$ cat src/rtl/bridge_reg_responder.sv
// bridge_reg_responder: bridge leaf exposing RW control regs, a W1C event reg and a status word with fixed-latency reads
module bridge_reg_responder #(
  parameter logic [31:0]                BASE_ADDR     = 32'h0000_0000,
  parameter int                         NUM_REGS      = 8,
  parameter int                         READ_LATENCY  = 2,
  parameter logic [NUM_REGS-1:0][31:0]  CTRL_RESET    = '0,
  parameter logic [31:0]                UNMAPPED_DATA = 32'hDEAD_BEEF
) (
  input  logic                         clk,
  input  logic                         reset,
  input  logic [31:0]                  addr,
  input  logic [31:0]                  wr_data,
  input  logic                         wr,
  input  logic                         rd,
  output logic [31:0]                  rd_data,
  output logic                         rd_data_valid,
  output logic [NUM_REGS-1:0][31:0]    ctrl_out,
  output logic [NUM_REGS-1:0]          ctrl_wr_pulse,
  input  logic [31:0]                  event_in,
  input  logic [31:0]                  status_in,
  output logic                         irq
);
  logic [30:0]             word;
  logic [29:0]             idx;
  logic                    mapped, evt_hit, sts_hit;
  logic [NUM_REGS-1:0]     ctrl_hit;
  logic [31:0]             sticky, clr, rd_sel;
  logic [READ_LATENCY-1:0] vld;
  logic [31:0]             dat [READ_LATENCY];

  // word-index decode; the borrow of a 33-bit subtract flags addresses below the base
  always_comb begin
    word = 31'(({1'b0, addr} - {1'b0, BASE_ADDR}) >> 2);
    idx = word[29:0];
    mapped = !word[30];
    evt_hit = mapped && idx == 30'(NUM_REGS);
    sts_hit = mapped && idx == 30'(NUM_REGS + 1);
    clr = wr && evt_hit ? wr_data : '0;
    rd_sel = evt_hit ? sticky : sts_hit ? status_in : UNMAPPED_DATA;
    for (int i = 0; i < NUM_REGS; i++) begin
      ctrl_hit[i] = mapped && idx == 30'(i);
      if (ctrl_hit[i]) rd_sel = ctrl_out[i];
    end
  end

  // control registers and their one-cycle write strobes
  always_ff @(posedge clk or posedge reset)
    if (reset) begin
      ctrl_out <= CTRL_RESET;
      ctrl_wr_pulse <= '0;
    end else begin
      ctrl_wr_pulse <= wr ? ctrl_hit : '0;
      for (int i = 0; i < NUM_REGS; i++)
        if (wr && ctrl_hit[i]) ctrl_out[i] <= wr_data;
    end

  // sticky events; a set on the same cycle as a clear wins
  always_ff @(posedge clk or posedge reset)
    if (reset) sticky <= '0;
    else sticky <= (sticky & ~clr) | event_in;

  assign irq = |sticky;

  // read pipeline; data only advances with its valid so rd_data holds between pulses
  always_ff @(posedge clk or posedge reset)
    if (reset) begin
      vld <= '0;
      for (int k = 0; k < READ_LATENCY; k++) dat[k] <= '0;
    end else begin
      vld[0] <= rd;
      if (rd) dat[0] <= rd_sel;
      for (int k = 1; k < READ_LATENCY; k++) begin
        vld[k] <= vld[k-1];
        if (vld[k-1]) dat[k] <= dat[k-1];
      end
    end

  assign rd_data = dat[READ_LATENCY-1];
  assign rd_data_valid = vld[READ_LATENCY-1];
endmodule

$ cat config.mk
export PLATFORM = sky130hd
export DESIGN_NAME = bridge_reg_responder
export DESIGN_NICKNAME = d
export VERILOG_FILES = /design/src/rtl/bridge_reg_responder.sv
export SDC_FILE = /design/constraint.sdc
export NUM_CORES = 1
export LEC_CHECK = 0
export CORE_UTILIZATION = 45
export CTS_CLUSTER_SIZE = 16
export DETAILED_ROUTE_END_ITERATION = 16
export PLACE_DENSITY = 0.83
export RECOVER_POWER = 100
export SETUP_SLACK_MARGIN = 0.1
export SLEW_MARGIN = 20
export SYNTH_ARGS = -nofsm -noshare
export SYNTH_HDL_FRONTEND = slang
export SYNTH_SLANG_ARGS = --single-unit
$ cat constraint.sdc
create_clock -name clk -period 13.1 [get_ports clk]
set_input_delay 2.62 -clock clk [delete_from_list [all_inputs] [get_ports clk]]
set_output_delay 2.62 -clock clk [all_outputs]
set_load 0.05 [all_outputs]
==> results.md, run 1 <==
- The main flop type after synthesis is dfrtp_1.
- The count of max-cap constraint violations is 19.
- The share of final-layout standard cells stronger than drive strength 1 is a little under a fifth.
- The clock latency at the later pin of the worst-skew pair is about 0.54 ns.
- The data arrival time of the critical path is 9.54 ns.
- The average routed wire per standard cell is approximately 28 um.
- After layout, the worst path uses between 60% and 70% of the clock period.
- The congestion estimate from routability-driven global placement came to roughly 0.87.
- The sequential fraction of design power is a little under half.
- The critical path in this run is classified as in -> reg.
- The total negative slack is 0 ns.
- Along the worst path, the maximum fanout reaches 37.
- The number of ports placed on the die boundary is between 400 and 500.
- Counting every sink on the clock net gives approximately 360.
- The clock tree buffer depth is 3.
- Setup repair after global routing left no endpoint under its margin.
- Together, buffers and inverters on the worst path number 3.
- The worst stage delay on the critical path is 1.63 ns.
- The clock slew seen by the registers of the worst setup and hold paths is 0.06 ns.
- The largest net degree at the start of global routing is between 150 and 200.
- The combinational group share of total power is 8.2%.
- The checks that failed: max-capacitance violations, max-slew violations.
- Summing the areas of all and, or, nand and nor instances in the mapped netlist gives 11.8% of the synthesized area.
- The wire length reported by the detailed router is around 64000 um.
- The area added between synthesis and finish is 32.5%.
- The cell area that synthesis handed to floorplanning was between 0.015 and 0.02 sq mm.
- In this run, post-CTS repair resized a total of 0 instances.
- Internal power comes to 0.00188 W.
- The final routed DRC violation total is 0.
- The final-report max-slew violation count was between 500 and 600.
- In the synthesized netlist, the number of instances is between 1000 and 1500.
- The number of port buffers is around 430.
- Among the stages of the critical path, the cell type that occurs most often is clkbuf_1.
- TritonCTS created 39 clock buffers.
- VDD sags by at most 0.0928 mV.
- STA classifies the critical path endpoint as a flop.
- Synthesis produced a netlist with a net count of roughly 1600.
- The count of nets left with antenna violations after detail routing is 0.
- During synthesis, Yosys emitted a total of 0 warnings.
- The flow ran to the end, but the final reports show violations.
- The count of unique library cells instantiated by Yosys is 65.
- The number of global-route vias before repair was roughly 14000.
- Of all cell types, the one taking the most synthesized area is dfrtp_1.
- Based on the critical path, the design can be clocked at up to approximately 110 MHz.
- The min-delay analysis places its worst path in the category reg -> reg.
- The number of antenna violations at the first check in global routing was 4.
- The sequential-to-total area share from yosys stat is 53.7%.
- At the pin with the least slew margin, the transition time is ~5.1 ns.
- The total grt overflow is 0.
- The switching power as a share of total power is 24.0%.
- The portion of netlist area occupied by mux cells is about a fifth.
- The data required time of the critical path is approximately 14 ns.
- In the post-synthesis netlist, the biggest area contributors are dfrtp_1 54%, mux2_2 16%, nand2_1 5.8%.
- The count of flip-flops with a built-in enable after synthesis is 0.
- The die is between 150 and 200 um tall.
- The CTS root buffer is clkbuf_16.
- Across all layers, the routed design uses roughly 14000 vias.
- Traced cell by cell, the critical path runs through dlygate4sd3_1 -> nor4_1 -> nand4_1 -> nor4_4 -> clkbuf_1 -> nand3_1 -> clkbuf_1 -> mux2_1.
- The most common cell after layout, fill and taps aside is dfrtp_1.
- Setup violations remaining at the end of the flow were counted as 0.
- Summing the areas of all fa, ha and maj instances in the mapped netlist gives 0% of the synthesized area.
- The first global-routing pass estimated about 94000 um of wire.
- The full die area is between 0.03 and 0.04 sq mm.
- The average via count per standard cell is 6.12.
- The number of iterations in the first detailed-routing pass is 5.
- A synthesized cell averages between 10 and 15 sq um.
- The largest family of logic cells by synthesized area is multiplexers.
- The number of buffers added to fix hold violations after cts is 0.
- The clock network accounts for a little under half of the total power.
- TritonCTS built the clock tree.
- The register bit count reported by yosys is between 300 and 400.
- Summing the areas of all xor and xnor instances in the mapped netlist gives less than 1% of the synthesized area.
- The final number of hold-violating endpoints is 0.
- Hold timing on the final database bottoms out at a slack of between 0.4 and 0.5 ns.
- The cell family contributing the most delay on the critical path is simple AND/OR/NAND/NOR gates.
- The final-stage net count is around 2000.
- For this design the total switching power over the nets is 0.000595 W.
- The area share of the largest cell type after synthesis is 53.7%.
- The total area inside the core boundary comes to around 0.037 sq mm.
- The static leakage power is 10.8 nW.
- The violation count after the first detailed-route iteration is 1177.
- Counting flops with an async set or reset pin after synthesis yields a share of 100%.
- After legalization and detailed placement, the total HPWL measured approximately 43000 um.
- The synthesized netlist devotes 9.69% of its cell area to compound gates.
- The critical path's slowest cell is nand3_1.
- The time the final worst path needs with I/O delays and setup is 9.12 ns.
- The H-tree depth is 2.
- Buffers added to address setup during post-CTS repair amount to 0.
- Headroom to the max-slew limit came out at -244%.
- The chip width is ~200 um.
- Across every metal layer, demand over resource in global routing totals about a third.
- Dividing total power by cell area gives a power density of roughly 110 mW/mm^2.
- The setup slack after layout is ~4.0 ns.
- The top cell types in the final layout, fill and taps aside, are 362 x dfrtp_1, 302 x dlygate4sd3_1, 263 x nand2_1.
- The initial core utilization is a little under half.
- The row count is 70.
- On the final layout, the worst clock skew is about 0.011 ns.
- The worst setup slack after placement is about 6.4 ns.
- The type of origin of the critical path is an input pin.
metrics by stage:
| stage | area (sq um) | std cells | utilization [%] | power [W] |
|---|---|---|---|---|
| detailed placement | 21200 | 2255 | 57.6 | 0.00137 |
| global placement | 21200 | 2255 | 57.6 | 0.00137 |
| finish | 22400 | 2323 | 60.8 | 0.00247 |
| floorplan | 16900 | 1485 | - | 0.00129 |
| CTS | 22500 | 2322 | 61.1 | 0.00248 |
| global route | 22400 | 2323 | 60.8 | 0.00254 |
flip-flops by register name (all words and copies together), names as in the netlist:
signal         flops
sticky            32
dat               32
rd_data           32
ctrl_wr_pulse      8
vld                2
ctrl_out         256
routing by layer:
layer	global-route usage [%]	wire length, um	vias up
met5	0	40	-
met4	13.1	2400	6
met3	9.03	6590	172
met2	55.1	30900	873
met1	41.4	24300	7215
li1	-	-	5941
area by class of cell:
| class | count | area [sq um] |
|---|---|---|
| antenna | 1 | 2.50 |
| clock buffer | 53 | 1140 |
| clock inverter | 14 | 145 |
| fill | 2914 | 14400 |
| inverter | 16 | 61.3 |
| multi-input combinational | 953 | 6930 |
| sequential | 362 | 9060 |
| tap | 468 | 586 |
| timing repair buffer | 456 | 4430 |
final timing paths:
| path | cells after the start | slack (ns) | start | end |
|---|---|---|---|---|
| min | 2 | 0.49 | ctrl_out[20] | ctrl_out[20] |
| max in group asynchronous | 3 | 6.38 | reset | ctrl_out[194] |
| min in group asynchronous | 2 | 4.13 | reset | dat[56] |
| max reg2reg | 1 | 10.63 | vld[0] | rd_data[3] |
| max | 8 | 3.98 | addr[19] | ctrl_out[102] |
| min reg2reg | 2 | 0.49 | ctrl_out[20] | ctrl_out[20] |
cell usage after synthesis, types with 3 or more instances:
cell	instances
a211oi_1	3
a21o_1	32
a21oi_1	17
a221oi_1	29
a22oi_1	12
a32o_1	5
and3_1	5
buf_1	10
buf_2	34
buf_4	37
buf_6	4
clkbuf_1	54
clkbuf_2	15
dfrtp_1	362
inv_1	14
mux2_1	47
mux2_2	240
mux2i_1	6
nand2_1	263
nand2b_1	4
nand3_1	5
nand3b_1	4
nand4_1	10
nor2_1	87
nor2b_1	3
nor3_1	10
nor3b_1	3
nor4_1	16
nor4_2	5
nor4b_1	5
o21ai_0	22
o21ai_1	6
o21bai_1	7
o221a_2	6
o221ai_1	5
o22ai_1	24
o311a_1	4
o31a_1	17
o32ai_1	18
or4_1	4
power by group through the flow:
stage / sequential, W / combinational (W) / clock [W]
CTS: 0.00115 / 0.000208 / 0.00113
detailed placement: 0.00117 / 0.000207 / 0
global placement: 0.00117 / 0.000204 / 0
floorplan: 0.00116 / 0.000132 / 0
finish: 0.00115 / 0.000204 / 0.00112
global route: 0.00115 / 0.000215 / 0.00118
logic make-up (layout without fill, tap and decap cells):
logic type,count (synthesis),count (layout)
AND/OR/NAND/NOR,440,440
flip-flops,362,362
multiplexers,294,294
AO/OA/AOI/OAI,218,218
buffers and inverters,170,539
XOR/XNOR,1,1
other,0,1
(Power assumes the default switching activity.)
==> run 2: changes to the inputs <==
==> constraint.sdc (replaced) <==
create_clock -name clk -period 7.45 [get_ports clk]
set_input_delay 1.49 -clock clk [delete_from_list [all_inputs] [get_ports clk]]
set_output_delay 1.49 -clock clk [all_outputs]
set_load 0.05 [all_outputs]
==> results.md, run 2 (synthesized netlist as in run 1, its figures left out) <==
- The clock tree buffer depth came to 3 (unchanged).
- The sort of element at the end of the critical path is a flop (unchanged).
- The peak supply drop is 0.200 mV (was 0.0928 mV).
- The flip-flop count of the largest register, all copies and words added is 256 (unchanged).
- The violation count after the first detailed-route iteration is 1213 (was 1177).
- Unrepaired setup endpoints after global routing: false (unchanged).
- The clock tree from TritonCTS is built (unchanged).
- The maximum clock skew at final layout was 0.0102 ns (was 0.0107 ns).
- The largest net degree at the start of global routing is 184 (was 180).
- The most common cell after layout, fill and taps aside is dfrtp_1 (unchanged).
- The final routed DRC violation total is 0 (unchanged).
- The wire length reported by the detailed router is 64100 um (was 64200 um).
- The critical path buffer and inverter count is 3 (unchanged).
- The post-cts sizing count came to 0 (unchanged).
- The number of buffers inserted by post-CTS setup repair is 0 (unchanged).
- The total grt overflow is 0 (unchanged).
- The full die area is 0.0383 sq mm (unchanged).
- The smallest hold slack is 0.492 ns (was 0.486 ns).
- The count of max-cap constraint violations came to 12 (was 19).
- The setup slack of the most critical reg-to-reg path is 5.08 ns (was 10.63 ns).
- The type of origin of the critical path is an input pin (unchanged).
- The CTS root buffer is clkbuf_16 (unchanged).
- The critical path's slowest cell is clkbuf_1 (was nand3_1).
- The time the final worst path needs with I/O delays and setup is just over 6 ns.
- The number of setup violations in the final report is 0 (unchanged).
- The share of final-layout standard cells stronger than drive strength 1 came to 18.4% (was 18.2%).
- The final-report max-slew violation count was 392 (was 584).
- The final number of hold-violating endpoints is 0 (unchanged).
- The area added between synthesis and finish is 32.5% (unchanged).
- The total half-perimeter wirelength after legalization and detailed placement is 42800 um (about the same).
- The total power divided by cell area is 191 mW/mm^2 (was 111 mW/mm^2).
- The number of iterations in the first detailed-routing pass is 6 (was 5).
- The H-tree depth is 2 (unchanged).
- Violations in the final reports: max-capacitance violations, max-slew violations (unchanged).
- The wire length of the first global-routing pass was 94800 um (was 93700 um).
- The global-route usage over all layers came to 33.4% (was 33.2%).
- The number of sinks on the clock net is 362 (unchanged).
- The clock buffer count from CTS was 39 (unchanged).
- The routability congestion estimate from global placement was 0.873 (was 0.870).
- The number of non-filler instances in the completed layout is 2326 (was 2323).
- The type of the most critical hold path is reg -> reg (unchanged).
- The chip width is 196 um (unchanged).
- The count of nets left with antenna violations after detail routing came to 0 (unchanged).
- Cell-by-cell trace of the critical path: buf_4 -> clkbuf_2 -> nor2_1 -> nand3_2 -> clkbuf_1 -> mux2_2 (was dlygate4sd3_1 -> nor4_1 -> nand4_1 -> nor4_4 -> clkbuf_1 -> nand3_1 -> clkbuf_1 -> mux2_1).
- The number of global-route vias before repair came to 14800 (was 14400).
- The upper clock frequency limit is about 160 MHz.
- The initial core utilization is 45.9% (unchanged).
- The clock latency at the later pin of the worst-skew pair is 0.54 ns (about the same).
- The post-placement cell count is 2255 (unchanged).
- The final-stage net count is 1961 (was 1960).
- The slew at the pin closest to its max-slew limit is 3.04 ns (was 5.14 ns).
- The via count is 14200 (about the same).
- The number of ports placed on the die boundary is 430 (unchanged).
- Status: complete, but fails checks (unchanged).
- The number of buffers added to fix hold violations after cts is 0 (unchanged).
- The area of the core is 0.0368 sq mm (unchanged).
- The data arrival time of the critical path is 6.54 ns (was 9.54 ns).
- The category of cells accounting for the largest share of critical-path delay is buffers and inverters (was simple AND/OR/NAND/NOR gates).
- The number of antenna violations at the first check in global routing came to 2 (was 4).
- The final critical-path share of the clock period is 82.3%.
- The die height is 196 um (unchanged).
- The static leakage power is 10.8 nW (about the same).
- The average via count per standard cell is 6.09 (was 6.12).
- The number of port buffers is 427 (unchanged).
- The worst stage delay on the critical path is 1.89 ns (was 1.63 ns).
- The data required time of the critical path was 7.86 ns (was 13.52 ns).
- The average routed wire per standard cell was 27.5 um (was 27.7 um).
- The maximum fanout encountered on the critical timing path is 65 (was 37).
- The critical path start-end classification is in -> reg (unchanged).
- The total negative slack is 0 ns (unchanged).
- The clock slew seen by the registers of the worst setup and hold paths is 0.06 ns (about the same).
- The row count is 70 (unchanged).
- The relative slew slack is -102% (was -244%).
- Commonest cells after routing, fill and taps aside: 362 x dfrtp_1, 301 x dlygate4sd3_1, 263 x nand2_1 (was 362 x dfrtp_1, 302 x dlygate4sd3_1, 263 x nand2_1).
- The register with the highest flop count is ctrl_out (unchanged).
## run 2: path summary, 6_finish.rpt
path	cells past startpoint	start	to
max in group asynchronous	4	reset	ctrl_out[204]
max	6	addr[2]	ctrl_out[130]
max reg2reg	1	vld[0]	rd_data[3]
min in group asynchronous	2	reset	ctrl_out[246]
min	2	ctrl_out[87]	ctrl_out[87]
min reg2reg	2	ctrl_out[87]	ctrl_out[87]
## run 2: stage by stage
| stage | utilization (%) | area [sq um] | worst slack (ns) | total power [W] |
|---|---|---|---|---|
| 6_report | 60.8 | 22400 | 1.32 | 0.00427 |
| 5_1_grt | 60.8 | 22400 | 1.29 | 0.00439 |
| 4_1_cts | 61.0 | 22400 | 2.48 | 0.00429 |
| 3_5_place_dp | 57.7 | 21200 | 1.95 | 0.00242 |
| 3_3_place_gp | 57.7 | 21200 | 2.07 | 0.00241 |
| 2_1_floorplan | - | 16900 | 1.11 | 0.00227 |
## run 2: final cells by class
type                            instances  area [sq um]
Sequential cell                       362          9060
Antenna cell                            2          5.00
Clock buffer                           59          1160
Timing Repair Buffer                  457          4480
Fill cell                            2882         14400
Clock inverter                          9          72.6
Multi-Input combinational cell        953          6930
Tap cell                              468           586
Inverter                               16          61.3
## run 2: worst min-delay path: cells and delay by family (launching register included)
kind	cells	cell delay, ns
flops	1	0.36
simple gates	2	0.10
## run 2: power breakdown
group          internal (W)  total (W)  switching [W]
sequential          0.00199    0.00202      0.0000215
combinational      0.000138   0.000360       0.000222
clock               0.00111    0.00190       0.000786
## run 2: routing by layer
layer	GRT usage, %	part of all wire [%]	vias up
met5	0	0	-
met1	41.6	38	7122
li1	-	-	5933
met2	54.2	48	888
met4	16.0	4.6	0
met3	8.82	9.9	221
==> run 3: changes to the inputs <==
==> constraint.sdc (replaced) <==
create_clock -name clk -period 4.93 [get_ports clk]
set_input_delay 0.986 -clock clk [delete_from_list [all_inputs] [get_ports clk]]
set_output_delay 0.986 -clock clk [all_outputs]
set_load 0.05 [all_outputs]
==> results.md, run 3 (synthesized netlist as in run 1, its figures left out) <==
- The sort of element at the end of the critical path is a flop (unchanged).
- The number of buffers inserted by post-CTS setup repair is 0 (unchanged).
- The total power divided by cell area is 296 mW/mm^2 (was 191 mW/mm^2).
- The setup slack after layout was 0.555 ns (was 1.32 ns).
- The depth of the worst hold-timing path is 2 (unchanged).
- The clock tree from TritonCTS is built (unchanged).
- The average routed wire per standard cell was 26.9 um (was 27.5 um).
- The number of buffers added to fix hold violations after cts is 0 (unchanged).
- The count of max-cap constraint violations came to 4 (was 12).
- The area of the core is 0.0368 sq mm (unchanged).
- The register with the highest flop count is ctrl_out (unchanged).
- The number of antenna violations at the first check in global routing came to 1 (was 2).
- The static leakage power came to 10.9 nW (was 10.8 nW).
- The type of the most critical hold path is reg -> reg (unchanged).
- The number of ports placed on the die boundary came to 430 (unchanged).
- The row count is 70 (unchanged).
- The largest net degree at the start of global routing came to 151 (was 184).
- The final number of hold-violating endpoints was 0 (unchanged).
- The data arrival time of the critical path was 4.77 ns (was 6.54 ns).
- The type of origin of the critical path is an input pin (unchanged).
- The clock tree buffer depth was 3 (unchanged).
- The number of iterations in the first detailed-routing pass is 5 (was 6).
- The die height was 196 um (unchanged).
- The wire length reported by the detailed router is 63000 um (was 64100 um).
- The maximum clock skew at final layout is 0.0151 ns (was 0.0102 ns).
- The CTS root buffer is clkbuf_16 (unchanged).
- The share of final-layout standard cells stronger than drive strength 1 is 19.3% (was 18.4%).
- The smallest hold slack is 0.485 ns (was 0.492 ns).
- The clock period could shrink to ~4.4 ns.
- The final core area utilization is 61.4% (was 60.8%).
- The flip-flop count of the largest register, all copies and words added came to 256 (unchanged).
- The violation count after the first detailed-route iteration is 1349 (was 1213).
- The full die area is 0.0383 sq mm (unchanged).
- The final-stage net count came to 1973 (was 1961).
- The via count was 14300 (was 14200).
- The final-report max-slew violation count came to 244 (was 392).
- Violations in the final reports: max-capacitance violations, max-slew violations (unchanged).
- The clock buffer count from CTS is 40 (was 39).
- The number of port buffers is 427 (unchanged).
- The H-tree depth is 2 (unchanged).
- Commonest cells after routing, fill and taps aside: 362 x dfrtp_1, 302 x dlygate4sd3_1, 263 x nand2_1 (was 362 x dfrtp_1, 301 x dlygate4sd3_1, 263 x nand2_1).
- The relative slew slack is -71.8% (was -102%).
- The number of non-filler instances in the completed layout is 2338 (was 2326).
- Unrepaired setup endpoints after global routing: false (unchanged).
- The chip width came to 196 um (unchanged).
- The peak supply drop came to 0.238 mV (was 0.200 mV).
- The wire length of the first global-routing pass is 94000 um (was 94800 um).
- The post-cts sizing count is 0 (unchanged).
- The worst reg2reg path depth is 1 (unchanged).
- The data required time of the critical path was 5.33 ns (was 7.86 ns).
- Status: complete, but fails checks (unchanged).
- The average via count per standard cell came to 6.10 (was 6.09).
- The number of sinks on the clock net came to 362 (unchanged).
- The final routed DRC violation total is 0 (unchanged).
- The global-route usage over all layers is 33.0% (was 33.4%).
- The total power is 0.00668 W (was 0.00427 W).
- The routability congestion estimate from global placement is 0.886 (was 0.873).
- The clock latency at the later pin of the worst-skew pair was 0.53 ns (was 0.54 ns).
- The critical path start-end classification is in -> reg (unchanged).
- The total of fill cells in the finished design is 2845 (was 2882).
- The slew at the pin closest to its max-slew limit came to 2.58 ns (was 3.04 ns).
- The number of setup violations in the final report came to 0 (unchanged).
- The maximum fanout encountered on the critical timing path was 22 (was 65).
- The clock slew seen by the registers of the worst setup and hold paths is 0.06 ns (about the same).
- The worst setup slack after placement is 0.679 ns (was 1.95 ns).
- The initial core utilization is 45.9% (unchanged).
- The post-placement cell count was 2267 (was 2255).
- The total half-perimeter wirelength after legalization and detailed placement is 43100 um (was 42800 um).
- The final critical-path share of the clock period is approximately nine tenths.
- The most common cell after layout, fill and taps aside is dfrtp_1 (unchanged).
- The number of global-route vias before repair is 14700 (was 14800).
- The area added between synthesis and finish is 33.8% (was 32.5%).
- The count of nets left with antenna violations after detail routing is 0 (unchanged).
- For this run, the top clock speed supported by timing is ~230 MHz.
- The total grt overflow came to 0 (unchanged).
[run 3: cell types whose count changed in the layout (fill, tap and decap cells not counted), moves of 3 or more]
| cell | before | now |
|---|---|---|
| bufinv_16 | 1 | 5 |
| buf_4 | 19 | 22 |
| clkbuf_2 | 1 | 5 |
| buf_12 | 1 | 5 |
[run 3: metrics by stage]
step / instance area, sq um / setup TNS (ns)
4_1_cts: 22700 / 0
5_1_grt: 22600 / 0
3_5_place_dp: 21400 / 0
6_report: 22600 / 0
3_3_place_gp: 21400 / 0
2_1_floorplan: 16900 / -329.51
[run 3: layout make-up]
class / count / area, sq um / share of cell area (%)
sequential: 362 / 9060 / 40.1
inverter: 16 / 61.3 / 0.271
multi-input combinational: 953 / 6940 / 30.7
clock inverter: 12 / 188 / 0.831
antenna: 1 / 2.50 / 0.0111
tap: 468 / 586 / 2.59
timing repair buffer: 468 / 4590 / 20.3
clock buffer: 58 / 1160 / 5.14
[run 3: worst max-delay path, stage by stage]
cell           delay, ns
dlygate4sd3_1       0.60
clkbuf_1            0.81
nor2b_1             0.19
nand4_1             0.16
clkbuf_1            1.11
nor2_4             -0.01
clkbuf_2            0.47
mux2_2              0.43
[run 3: report_power, final]
part / internal, W / total (W) / leakage (nW) / switching [W]
Clock: 0.00189 / 0.00310 / 0.662 / 0.00121
Sequential: 0.00301 / 0.00304 / 4.65 / 0.0000306
Combinational: 0.000208 / 0.000545 / 5.63 / 0.000337
Total: 0.00511 / 0.00668 / 10.9 / 0.00157
[run 3: path summary, 6_finish.rpt]
kind / start / to / slack [ns]
max reg2reg: vld[0] / rd_data[1] / 2.63
min: dat[61] / dat[61] / 0.48
max: addr[3] / ctrl_out[33] / 0.55
max in group asynchronous: reset / ctrl_out[35] / 1.05
min in group asynchronous: reset / rd_data[22] / 1.19
min reg2reg: dat[61] / dat[61] / 0.48
[run 3: layer usage]
layer / wire length, um / global-route usage, %
met5: 0 / 0
met4: 3260 / 16.3
met3: 6200 / 7.80
met2: 29600 / 53.3
met1: 23900 / 41.6
==> RTL change 1, RTL diff (config.mk and constraints of run 2) <==
Register the input `event_in` before use, cleared by the reset. The logic sees it one clock later. The other inputs are not delayed to match.
--- a/src/rtl/bridge_reg_responder.sv
+++ b/src/rtl/bridge_reg_responder.sv
@@ -20,6 +20,17 @@
   input  logic [31:0]                  status_in,
   output logic                         irq
 );
+
+  logic [31:0] event_q;
+
+  always_ff @(posedge clk or posedge reset) begin
+    if (reset) begin
+      event_q <= '0;
+    end else begin
+      event_q <= event_in;
+    end
+  end
+
   logic [30:0]             word;
   logic [29:0]             idx;
   logic                    mapped, evt_hit, sts_hit;
@@ -57,7 +68,7 @@
   // sticky events; a set on the same cycle as a clear wins
   always_ff @(posedge clk or posedge reset)
     if (reset) sticky <= '0;
-    else sticky <= (sticky & ~clr) | event_in;
+    else sticky <= (sticky & ~clr) | event_q;
 
   assign irq = |sticky;
 
Check against the original RTL: not equivalent (Yosys sat finds a counterexample within 4 cycles, from zero or initial values and one cycle with reset high).
==> RTL change 1 against run 2 <==
- largest power group unchanged
- area after synthesis up 5.3%
- power up 6.3%
- setup slack better by 150 ps
- sequential power up 7%
- via count up 3.0%
- critical path depth up 1
- cell area up 5.1%
- the flow still finishes with violations (capacitance limit, slew limit)
- clock skew up 6.0 ps
- register-to-register slack worse by 150 ps
- routed wire length up 2.2%
- sequential cell count up 32
- critical endpoint is now dat[44]$_DFFE_PP0P_
- clock power up 12%
==> RTL change 1: results (changes against run 2) <==
Initial antenna violation count -> 8 (+6)
Vias per Instance -> 6.00 (-1.4%)
Worst VDD drop -> 0.143 mV (-29%)
Static Leak -> 11.0 nW (+1.9%)
GPL Wtd Cong -> 0.917 (+5.1%)
Worst Path Arrival -> 6410 ps (-130 ps)
Syn_nets -> 1645 (+1.7%)
Fillers -> 3056 (+6.0%)
Distinct cells, synth -> 59 (-9.2%)
DP Worst Slack -> 2250 ps (+297 ps)
Status -> finished, violations left
Max_cap viols -> 8 (-4)
Worst-Skew Late Latency -> 560 ps (+20 ps)
Ratio of cells with drive above 1 in the final layout -> 16.9% (-1.5 points)
Failing checks -> capacitance limit, slew limit
Slew Limit Fails -> 378 (-3.6%)
Largest net degree at the start of global routing -> 180 (-2.2%)
Crit path max fanout -> 18 (-72%)
Gr usage total -> 32.3% (-1.1 points)
Dpl hpwl -> 45900 um (+7.2%)
Ranking of synthesized cells by area -> dfrtp_1, mux2_2, mux2_1, nand2_1, buf_4
Worst Skew -> 16.2 ps (+6.02 ps)
Register area share after synthesis -> 55.5% (+1.8 points)
Critical Path Max Stage Delay -> 1050 ps (-840 ps)
DR iter-0 viols -> 1214 (+0.082%)
-- RTL change 1: kinds of logic after synthesis --
kind of cell,after synthesis,share of synthesized area (%)
multiplexers,258,16.5
AND/OR/NAND/NOR,389,11.5
buffers and inverters,174,5.02
AO/OA/AOI/OAI,298,11.5
flip-flops,394,55.5
-- RTL change 1: layer usage --
| layer | up-vias | track usage [%] | part of all wire [%] |
|---|---|---|---|
| met5 | - | 0 | 0.037 |
| met4 | 4 | 16.8 | 4.9 |
| met3 | 167 | 8.20 | 9.9 |
| met2 | 867 | 48.1 | 45 |
| met1 | 7361 | 43.6 | 40 |
| li1 | 6193 | - | - |
-- RTL change 1: worst max-delay path, delay by kind of cell --
family / cells / cell delay (ps)
compound gates: 2 / 1020
buf+inv: 1 / 540
simple gates: 4 / 3340
-- RTL change 1: layout make-up --
class | instances | area (sq um) | share of cell area [%]
Antenna cell | 8 | 20.0 | 0.0851
Clock buffer | 65 | 1310 | 5.58
Inverter | 34 | 129 | 0.548
Multi-Input combinational cell | 945 | 6990 | 29.7
Clock inverter | 12 | 100 | 0.426
Sequential cell | 394 | 9860 | 41.9
Tap cell | 518 | 648 | 2.76
Timing Repair Buffer | 455 | 4460 | 19.0
-- RTL change 1: worst paths after layout --
path,start,endpoint,slack [ps],depth (start not counted)
min in group asynchronous,reset,ctrl_out[108]$_DFFE_PP0P_,1710,2
max,addr[31],dat[44]$_DFFE_PP0P_,1460,7
max reg2reg,vld[0]$_DFF_PP0_,rd_data[12]$_DFFE_PP0P_,4930,2
min reg2reg,event_q[26]$_DFF_PP0_,sticky[26]$_DFF_PP0_,420,1
max in group asynchronous,reset,sticky[31]$_DFF_PP0_,2300,3
min,event_q[26]$_DFF_PP0_,sticky[26]$_DFF_PP0_,420,1
-- RTL change 1: report_power, final --
part / switching, mW / internal (mW) / total (mW)
clock network: 0.875 / 1.25 / 2.12
logic: 0.163 / 0.0914 / 0.254
registers: 0.00841 / 2.16 / 2.16
-- RTL change 1: metrics by stage --
stage                     area (sq um)  hold WS (ps)  total power [mW]  utilization (%)
after floorplan                  17800           352              2.32                -
after global placement           22200           409              2.46             57.2
after detailed placement         22200           410              2.46             57.2
after CTS                        23600           422              4.58             60.8
after global routing             23500           433              4.67             60.5
final                            23500           422              4.54             60.6
==> RTL change 2, RTL diff (config.mk and constraints of run 2) <==
Without the edit above. The parameter `READ_LATENCY` goes from 2 to 4.
--- a/src/rtl/bridge_reg_responder.sv
+++ b/src/rtl/bridge_reg_responder.sv
@@ -2,7 +2,7 @@
 module bridge_reg_responder #(
   parameter logic [31:0]                BASE_ADDR     = 32'h0000_0000,
   parameter int                         NUM_REGS      = 8,
-  parameter int                         READ_LATENCY  = 2,
+  parameter int                         READ_LATENCY  = 4,
   parameter logic [NUM_REGS-1:0][31:0]  CTRL_RESET    = '0,
   parameter logic [31:0]                UNMAPPED_DATA = 32'hDEAD_BEEF
 ) (
Function: changed (a bounded check fails within 4 cycles, from zero or initial values and one cycle with reset high).
==> RTL change 2 against run 2 <==
- the flow still finishes with violations (capacitance limit, slew limit)
- sequential cell count rose by 66
- count of clock-buffer cells in the layout rose by 2
- cell area rose by 13%
- power is 18% higher
- fmax fell by 1.7%
- combinational power shrank 26%
- area after synthesis grew 13%
- die area rose by 13%
- synthesized cell count shrank 0.13%
- routed wire length up 12%
- setup slack got worse by 100 ps
- non-clock buffer count rose by 11
- largest cell class unchanged
- largest power group is now clock
- highest routed layer is now met5
==> RTL change 2: results (changes against run 2) <==
Status -> finished, violations left
Failing checks -> capacitance limit, slew limit
Worst-Skew Late Latency -> 590 ps (+50 ps)
Fillers -> 3237 (+12%)
Slew Limit Fails -> 400 (+2.0%)
HP Start -> rd_data[1]$_DFFE_PP0P_
Post-Synth XOR/XNOR Area -> 0% (-0.052 points)
Synth Area in Compound Gates -> 11.9% (+2.3 points)
Setup slack after layout -> 1210 ps (-104 ps)
R2R Path End -> dat[91]$_DFFE_PP0P_
Hold depth -> 1 (-1)
Syn_nets -> 1615 (-0.12%)
Ranking of synthesized cells by area -> dfrtp_1, mux2_2, mux2i_1, a21oi_1, o21ai_0
First-pass GRT wire length -> 105000 um (+11%)
DR iter-0 viols -> 1273 (+4.9%)
Dpl hpwl -> 46900 um (+9.5%)
Drt first pass iters -> 5 (-1)
CP Capture Point -> dat[117]$_DFFE_PP0P_
Distinct cells, synth -> 57 (-12%)
Max_cap viols -> 11 (-1)
Static Leak -> 11.3 nW (+4.2%)
GPL Wtd Cong -> 0.891 (+2.1%)
Synth cell count leaders -> dfrtp_1, mux2_2, a21oi_1
Hold_ws -> 500 ps (+8.38 ps)
Max-Slew Margin vs Limit -> -139% (-37 points)
DP Area -> 23700 sq um (+12%)
Vias in the first global route -> 15600 (+5.5%)
Placed Cells incl. Taps -> 2356 (+4.5%)
Routed wire per std cell -> 29.4 um (+6.6%)
Gr usage total -> 33.2% (-0.23 points)
Internal power -> 3.89 mW (+20%)
Largest net degree at the start of global routing -> 145 (-21%)
R2r setup slk -> 5130 ps (+50 ps)
Worst Skew -> 25.2 ps (+15.1 ps)
Worst Path Arrival -> 6680 ps (+140 ps)
Register area share after synthesis -> 56.1% (+2.4 points)
## RTL change 2: changes by cell type after synthesis, sizes merged, moves of 34 or more
cell          run 2  this run
nand2           263        62
dfrtp           362       428
mux2            287       351
nor2             87        14
a21oi            17        66
o21ai            28        62
## RTL change 2: per-layer routing
layer  GRT usage, %  up-vias  wire (um)
li1               -     6286          -
met1           41.5     7733      27100
met2           52.8      979      33400
met4           17.0        2       3740
met3           9.00      248       7380
met5              0        -         10
## RTL change 2: power by group through the flow
stage / Clock, mW / Sequential [mW] / Combinational, mW
finish: 2.44 / 2.35 / 0.266
global route: 2.55 / 2.35 / 0.285
detailed placement: 0 / 2.39 / 0.266
CTS: 2.46 / 2.35 / 0.268
floorplan: 0 / 2.38 / 0.129
global placement: 0 / 2.39 / 0.262
## RTL change 2: area by class of cell
cell class	instances	area, sq um	area share (%)
sequential	428	10700	42.5
multi-input combinational	897	7570	30.1
timing repair buffer	468	4530	18.0
clock buffer	61	1280	5.07
tap	539	674	2.68
clock inverter	22	320	1.27
inverter	24	93.8	0.373
antenna	1	2.50	0.00994
## RTL change 2: cells by family (layout without fill, tap and decap cells)
| group | count (synthesis) | in the layout |
|---|---|---|
| multiplexers | 388 | 388 |
| AO/OA/AOI/OAI | 336 | 336 |
| flip-flops | 428 | 428 |
| buffers and inverters | 158 | 575 |
| AND/OR/NAND/NOR | 173 | 173 |
| other | 0 | 1 |
## RTL change 2: worst max-delay path, delay by kind of cell
| kind | cells | cell delay, ps |
|---|---|---|
| buffers and inverters | 1 | 540 |
| AND/OR/NAND/NOR | 3 | 3970 |
| AO/OA/AOI/OAI | 3 | 680 |
